$ cat config.mk
export PLATFORM = sky130hd
export DESIGN_NAME = regfile_wb_arbiter
export DESIGN_NICKNAME = d
export VERILOG_FILES = /design/src/rtl/rf_pkg.sv /design/src/rtl/rr_arbiter3.sv /design/src/rtl/regfile_wb_arbiter.sv
export SDC_FILE = /design/constraint.sdc
export NUM_CORES = 1
export LEC_CHECK = 0
export ABC_AREA = 0
export CORE_MARGIN = 5
export CORE_UTILIZATION = 42
export DETAILED_ROUTE_END_ITERATION = 12
export GPL_ROUTABILITY_DRIVEN = 0
export PLACE_DENSITY = 0.87
export SYNTH_ARGS = -nofsm -noshare
export SYNTH_HDL_FRONTEND = slang
export SYNTH_HIERARCHICAL = 1
export SYNTH_SLANG_ARGS = --single-unit
$ cat constraint.sdc
create_clock -name clk -period 4.77 [get_ports clk]
set_input_delay 0.7155 -clock clk [delete_from_list [all_inputs] [get_ports clk]]
set_output_delay 0.7155 -clock clk [all_outputs]
set_load 0.1 [all_outputs]
$ cat src/rtl/rf_pkg.sv
// rf_pkg: shared definitions for the register-file writeback arbiter.
//   - Default data/address widths and register count.
//   - Controller state encoding {CLEAR, RUN}.
//   - Requester index constants (mem, alu, dbg) and a modulo-3 increment helper.
package rf_pkg;

    localparam int RF_DATA_W   = 32;
    localparam int RF_ADDR_W   = 5;
    localparam int RF_NUM_REGS = 32;
    localparam int RF_NUM_REQ  = 3;

    typedef enum logic [0:0] {
        CLEAR = 1'b0,
        RUN   = 1'b1
    } rf_state_e;

    localparam logic [1:0] REQ_MEM = 2'd0;
    localparam logic [1:0] REQ_ALU = 2'd1;
    localparam logic [1:0] REQ_DBG = 2'd2;

    // Next requester index in round-robin order, wrapping dbg -> mem.
    function automatic logic [1:0] rr_next(input logic [1:0] idx);
        return (idx == REQ_DBG) ? REQ_MEM : idx + 2'd1;
    endfunction

endpackage

$ cat src/rtl/rr_arbiter3.sv
// rr_arbiter3: three-way round-robin arbiter.
// Ports:
//   clk, rst        clock, asynchronous active-high reset
//   en              arbitration allowed this cycle (no grants when low)
//   valid[2:0]      request lines
//   grant[2:0]      one-hot grant (combinational)
//   grant_idx[1:0]  index of the granted requester (meaningful when any_grant)
//   any_grant       a grant is being given this cycle
// The search starts at the pointer and wraps modulo 3; after a grant the
// pointer moves to the requester just past the winner, otherwise it holds.
module rr_arbiter3
    import rf_pkg::*;
(
    input  logic       clk,
    input  logic       rst,
    input  logic       en,
    input  logic [2:0] valid,
    output logic [2:0] grant,
    output logic [1:0] grant_idx,
    output logic       any_grant
);

    logic [1:0] ptr_reg;
    logic [1:0] ptr_next;
    logic [1:0] scan_idx;

    always_comb begin
        grant     = 3'b000;
        grant_idx = ptr_reg;
        any_grant = 1'b0;
        scan_idx  = ptr_reg;
        for (int k = 0; k < RF_NUM_REQ; k++) begin
            if (en && !any_grant && valid[scan_idx]) begin
                grant[scan_idx] = 1'b1;
                grant_idx       = scan_idx;
                any_grant       = 1'b1;
            end
            scan_idx = rr_next(scan_idx);
        end
    end

    assign ptr_next = any_grant ? rr_next(grant_idx) : ptr_reg;

    always_ff @(posedge clk or posedge rst) begin
        if (rst) begin
            ptr_reg <= REQ_MEM;
        end else begin
            ptr_reg <= ptr_next;
        end
    end

endmodule

$ cat src/rtl/regfile_wb_arbiter.sv
// regfile_wb_arbiter: owns the register-file write port, sharing it among
// the mem (0), alu (1) and dbg (2) writeback requesters via round-robin,
// and runs a clear sweep that zeroes every register after reset (optional)
// or on clr_req.
// Ports:
//   clk, rst                    clock, asynchronous active-high reset
//   req_valid/req_ready[2:0]    per-requester handshake (ready is one-hot)
//   req_addr/req_data           packed per requester, slot i at [i*W +: W]
//   clr_req                     pulse: start a clear sweep (ignored while clearing)
//   busy                        high while the sweep owns the port
//   clear_done                  one-cycle pulse in the first cycle back in RUN
//   wr_en/wr_addr/wr_data       registered register-file write port
// Optional feature: define RF_BYPASS_EN to add read-forwarding ports
//   rs/rt, rf_in1/rf_in2 -> rs_data/rt_data.
module regfile_wb_arbiter
    import rf_pkg::*;
#(
    parameter int DATA_W       = RF_DATA_W,
    parameter int ADDR_W       = RF_ADDR_W,
    parameter int NUM_REGS     = RF_NUM_REGS,
    parameter int CLR_ON_RESET = 1
) (
    input  logic                  clk,
    input  logic                  rst,
    input  logic [2:0]            req_valid,
    input  logic [3*ADDR_W-1:0]   req_addr,
    input  logic [3*DATA_W-1:0]   req_data,
    output logic [2:0]            req_ready,
    input  logic                  clr_req,
    output logic                  busy,
    output logic                  clear_done,
    output logic                  wr_en,
    output logic [ADDR_W-1:0]     wr_addr,
    output logic [DATA_W-1:0]     wr_data
`ifdef RF_BYPASS_EN
    ,
    input  logic [ADDR_W-1:0]     rs,
    input  logic [ADDR_W-1:0]     rt,
    input  logic [DATA_W-1:0]     rf_in1,
    input  logic [DATA_W-1:0]     rf_in2,
    output logic [DATA_W-1:0]     rs_data,
    output logic [DATA_W-1:0]     rt_data
`endif
);

    localparam logic [0:0] S_CLEAR = CLEAR;
    localparam logic [0:0] S_RUN   = RUN;
    localparam logic [0:0] S_INIT  = (CLR_ON_RESET != 0) ? S_CLEAR : S_RUN;
    localparam logic [ADDR_W-1:0] LAST_ADDR = ADDR_W'(NUM_REGS - 1);

    logic [0:0]        state_reg;
    logic [ADDR_W-1:0] clr_cnt_reg;
    logic              wr_en_reg;
    logic [ADDR_W-1:0] wr_addr_reg;
    logic [DATA_W-1:0] wr_data_reg;
    logic              clear_done_reg;

    logic [ADDR_W-1:0] addr_arr [0:2];
    logic [DATA_W-1:0] data_arr [0:2];
    logic [1:0]        grant_idx;
    logic              any_grant;
    logic [ADDR_W-1:0] sel_addr;
    logic [DATA_W-1:0] sel_data;

    genvar gi;
    generate
        for (gi = 0; gi < RF_NUM_REQ; gi++) begin : g_unpack
            assign addr_arr[gi] = req_addr[gi*ADDR_W +: ADDR_W];
            assign data_arr[gi] = req_data[gi*DATA_W +: DATA_W];
        end
    endgenerate

    // Gating the arbiter with the state keeps req_ready low during a sweep
    // and freezes the pointer while the sequencer owns the port.
    rr_arbiter3 u_arb (
        .clk       (clk),
        .rst       (rst),
        .en        (state_reg == S_RUN),
        .valid     (req_valid),
        .grant     (req_ready),
        .grant_idx (grant_idx),
        .any_grant (any_grant)
    );

    assign sel_addr = addr_arr[grant_idx];
    assign sel_data = data_arr[grant_idx];

    always_ff @(posedge clk or posedge rst) begin
        if (rst) begin
            state_reg      <= S_INIT;
            clr_cnt_reg    <= '0;
            wr_en_reg      <= 1'b0;
            wr_addr_reg    <= '0;
            wr_data_reg    <= '0;
            clear_done_reg <= 1'b0;
        end else begin
            wr_en_reg      <= 1'b0;
            clear_done_reg <= 1'b0;
            if (state_reg == S_CLEAR) begin
                wr_en_reg   <= 1'b1;
                wr_addr_reg <= clr_cnt_reg;
                wr_data_reg <= '0;
                if (clr_cnt_reg == LAST_ADDR) begin
                    state_reg      <= S_RUN;
                    clear_done_reg <= 1'b1;
                    clr_cnt_reg    <= '0;
                end else begin
                    clr_cnt_reg <= clr_cnt_reg + 1'b1;
                end
            end else begin
                if (any_grant) begin
                    // Register 0 is hardwired to zero: accept, but do not write.
                    wr_en_reg   <= (sel_addr != '0);
                    wr_addr_reg <= sel_addr;
                    wr_data_reg <= sel_data;
                end
                // This cycle's grant is still issued above; the sweep starts next cycle.
                if (clr_req) begin
                    state_reg <= S_CLEAR;
                end
            end
        end
    end

    assign wr_en      = wr_en_reg;
    assign wr_addr    = wr_addr_reg;
    assign wr_data    = wr_data_reg;
    assign clear_done = clear_done_reg;
    assign busy       = (state_reg == S_CLEAR);

`ifdef RF_BYPASS_EN
    // Forward the write in flight so a same-cycle read sees the new value.
    assign rs_data = (wr_en_reg && (wr_addr_reg == rs) && (rs != '0)) ? wr_data_reg : rf_in1;
    assign rt_data = (wr_en_reg && (wr_addr_reg == rt) && (rt != '0)) ? wr_data_reg : rf_in2;
`endif

endmodule

# Word level (Yosys, flattened, before mapping)
# Cells that the tools add are included.
[op_classes]
n_addsub = 4
magnitude_cmp = 7
eq_ne = 5
n_mux = 40
bitwise_logic = 4
reduce_logical = 11
[op_table]
columns = ["op", "n"]
rows = [
  ["$mux W32", 4],
  ["$bmux W32 S2", 1],
  ["$mux W5", 5],
  ["$mux W1", 15],
  ["$bmux W5 S2", 1],
  ["$mux W2", 5],
  ["$lt A2 B3 Y1 const B", 3],
  ["$mux W3", 3],
  ["$logic_and A1 B1 Y1", 8],
  ["$add A2 B1 Y2 const B", 3],
  ["$bmux W1 S2", 3],
  ["$demux W1 S2", 3],
  ["$eq A2 B2 Y1 const B", 3],
  ["$ge A2 B1 Y1 const B", 3],
  ["$or A3 B3 Y3", 2],
  ["$add A5 B1 Y5 const B", 1],
  ["$eq A5 B5 Y1 const B", 1],
  ["$reduce_bool A5 Y1", 1],
  ["$ge A3 B3 Y1 const B", 1],
  ["$not A2 Y3", 1],
  ["$logic_not A1 Y1", 2],
  ["$ne A2 B1 Y1 const B", 1],
  ["$not A1 Y1", 1],
]
[word_totals]
register_bits = 47
inputBits = 117
output_inout_bits = 43
elab_cells = 78

# Longest topological paths before layout
[depth]
word_depth = 19
ltp_mapped = 10
ltp_nobuf = 7

# Hierarchy
# The synthesis kept the hierarchy.
[modules_own_cells]
columns = ["mod", "instances", "cells_each", "area_per_inst_um2", "seq_area_each_um2"]
rows = [
  ["regfile_wb_arbiter", 1, 279, 2551.2, 1126.1],
  ["rr_arbiter3", 1, 39, 272.8, 50.0],
]

# Worst setup path after synthesis
# No wires, ideal clock.
[synth_timing]
path_type = "input to output"
startpoint = "input req_valid[0]"
endpoint = "output req_ready[0]"
t_arrival_ns = 3.142
required_time_ns = 4.055
slack_ns = 0.912
stages = 3
n_path_buf = 1
path_cell_list = "buf_6 > nand2_1 > a211oi_1"
[synth_via]
elab_chain_len = 12
elab_cells_between_ends = 20
classes_between = "mux (11); bitwise (2); reduce/logical (7)"
[synth_rtl]
columns = ["item", "line_no", "source"]
rows = [
  ["from (decl)", "regfile_wb_arbiter.sv:25", "input logic [2:0] req_valid,"],
  ["$bmux W1 S2", "rr_arbiter3.sv:33", "if (en && !any_grant && valid[scan_idx]) begin"],
  ["$mux W1 (implied by the code)", "rr_arbiter3.sv:33", ""],
  ["$logic_and A1 B1 Y1", "rr_arbiter3.sv:33", ""],
  ["$mux W1", "rr_arbiter3.sv:33", ""],
  ["$logic_not A1 Y1", "rr_arbiter3.sv:33", ""],
  ["$logic_and A1 B1 Y1 (2 in series)", "rr_arbiter3.sv:33", ""],
  ["$mux W1", "rr_arbiter3.sv:33", ""],
  ["$logic_not A1 Y1", "rr_arbiter3.sv:33", ""],
  ["$logic_and A1 B1 Y1 (2 in series)", "rr_arbiter3.sv:33", ""],
  ["$mux W3 (*)", "rr_arbiter3.sv:33", ""],
  ["to (decl)", "regfile_wb_arbiter.sv:28", "output logic [2:0] req_ready,"],
]
# Mark *: on every way between the ends. The rest lies on a longest branch, timed or not. The select of a mux whose other input is x is not followed.

# Worst setup path in the final report
[layout_timing]
startpoint = "input req_valid[2]"
endpoint = "output req_ready[2]"
# Same word-level chain as after synthesis.

==> flow_summary.yaml <==
outcome:
  status: "finished clean"
global_routing:
  grt_overflow_total: 0
  met3_usage: 0.0638
  grt_max_degree: 46
  grt_first_pass_wirelength_um: 14100
  grt_pass1_vias: 2956
  grt.busiest_layer: "met2"
  met2_usage: 0.356
  grtUsageMet1: 0.241
  antenna_found_initial: 0
  grt_use_total: 0.204
critical_path:
  critPathRequiredTime_ps: 4050
  reg2regPathDepth: 8
  cp-end-kind: "output pin"
  critPathLaunchType: "primary input"
  startpoint: "req_valid[2]"
  cp.arrival_ps: 2880
  path_max_fanout: 7
  worstReg2RegEnd: "wr_en"
  r2r_slack_ps: 1640
  crit_type: "primary input to output pin"
  r2r_start: "state_reg"
synthesis:
  synth_top_cell_area_share: 0.416
  synth_compound_gate_area_share: 0.217
  yosys.area.top_type: "dfrtp_1"
  synth-edff-count: 0
  synth_fa_ha_area_frac: 0.00886
  synth-simple-area-share: 0.140
  syn_area_um2: 2820
  syn_nets: 437
  synth_mux_area_frac: 0.161
  yosysMostFrequentCell: "nor2_1"
  yosys_warnings: 6
  ys_types: 38
  synthArstFlopShare: 1.00
  synth.avg_cell_area_um2: 8.88
  synth.yosys.seq_area_share: 0.416
  synthXorXnorAreaFrac: 0
  netlist_instances: 318
  yosys-top-cells-area: "dfrtp_1 42%, mux2i_1 15%, nor2_1 9.6%, a211oi_1 8.8%, a21oi_1 6.2%"
  synth_flop_cell: "dfrtp_1"
  yosys-top-cells-count: "72 x nor2_1, 47 x dfrtp_1, 42 x mux2i_1"
  ys_ff_latch: 47
  synth_top_family_by_area: "compound AO/OA/AOI/OAI gates"
cells_and_area:
  nets: 580
  nFillCells: 520
  area_growth_syn_to_layout_pct: 59.2
  utilization: 0.696
  diodes: 0
  fin_area_um2: 4500
  largest_reg_flops: 32
  layout-drive-gt1-share: 0.0498
die:
  start_util: 0.437
  pin_count: 160
  die_h_um: 92
  fp.dieW_um: 92
  coreArea_um2: 6460
  rows: 29
  die_area_um2: 8460
sta:
  tightestPinTransition_ps: 1010
  finalSetupViolations: 0
  final.setup.tns_ps: 0
  timing.slew.headroom: 0.324
  period_share: 0.753
  period_needed_ps: 3590
  whs_ps: 517
  timing.final.hold_violations: 0
  rsz0062_at_grt: "false"
  clock_skew_ps: 4.24
  max_freq_mhz: 278
  report.final.slew_viol_count: 0
placed_design:
  dpl_cell_area_um2: 4410
  dp_hpwl_um: 6740
  portBuffers: 159
worst_hold_path:
  worstHoldStart: "clr_cnt_reg[4]"
  hold_class: "register to register"
  holdPathStages: 2
  min_to: "wr_addr[4]"
cts:
  cts.sinks: 47
  cts_max_level: 2
  holdBufCountCts: 0
  clk_latency_ps: 290
  cts.root.buffer_cell: "clkbuf_8"
  numCtsBuffers: 5
  cts_tree: "done"
  path_clk_slew_ps: 90
  post_cts_buffers: 0
  cts-resized-gates: 0
  cts_buffer_depth: 2
drt:
  antenna_left: 0
  routed_wl_um: 8900
  drc: 0
  vias_per_cell: 5.38
  drt_pass1_iterations: 4
  num_vias: 2900
  routedWlPerCell_um: 16.5
  first_iter_violations: 103
power_and_ir_drop:
  power_density_nw_per_um2: 425
  leakage_nw: 1.79
  pwr-share-comb: 0.602
  p_int_mw: 0.997
  power_mw: 1.91
  irDropWorstVdd_mv: 0.299
  clkPwrFrac: 0.123
  swShare: 0.478
  seq_power_share: 0.276
  p_switching_mw: 0.914
job:
  drv_cap: 0
## metrics by stage
stage,setup WS (ps),instances
2_1_floorplan,912,318
3_3_place_gp,1240,531
3_5_place_dp,1160,531
4_1_cts,1180,539
5_1_grt,1090,539
6_report,1180,539
## worst max-delay path, cell delays in order
cell and delay, ps:
clkdlybuf4s50_1 590, a21boi_1 240, nand2_1 70, nor2_1 120, clkdlybuf4s50_1 1140
## per-layer routing
metal  vias up  routed length (um)
met1      1347                3610
met3         8                 819
li1       1418                   -
met2       127                4370
met5         -                   0
met4         0                  97
## cell usage in the layout (no fill, tap or decap), types with 5 or more instances in the layout
master and n:
o21ai_0 10, clkdlybuf4s50_1 156, nand2_1 8, nor2_1 72, buf_4 8, mux2i_1 42, dfrtp_1 47, a211oi_1 33
clkbuf_8 5, a21oi_1 35
## cell type report
cell class                 count  area (um2)  area share
inverter                       5        18.8     0.00417
clock inverter                 3        20.0     0.00445
tap                           77        96.3      0.0214
clock buffer                   5        68.8      0.0153
sequential                    47        1180       0.262
multi-input combinational    238        1490       0.332
timing repair buffer         164        1620       0.361
## cells by family after synthesis
logic type,Yosys count
flops,47
simple gates,95
compound gates,96
mux,45
buf+inv,33
fa+ha+maj,2
## how the worst max path moves through the flow
stage	slack [ps]	to	cells after the start
final	1180	req_ready[2]	5
after global routing	1090	req_ready[2]	5
after CTS	1180	req_ready[2]	5
after detailed placement	1160	wr_en	9
after global placement	1240	req_ready[2]	5
after floorplan	910	req_ready[0]	3
## power by group through the flow
| stage | clock (mW) | combinational (mW) | sequential, mW |
|---|---|---|---|
| 6_report | 0.235 | 1.15 | 0.526 |
| 4_1_cts | 0.242 | 1.16 | 0.523 |
| 2_1_floorplan | 0 | 0.705 | 0.696 |
| 3_5_place_dp | 0 | 1.16 | 0.531 |
| 5_1_grt | 0.260 | 1.25 | 0.535 |
| 3_3_place_gp | 0 | 1.13 | 0.527 |
(Power assumes the default switching activity.)
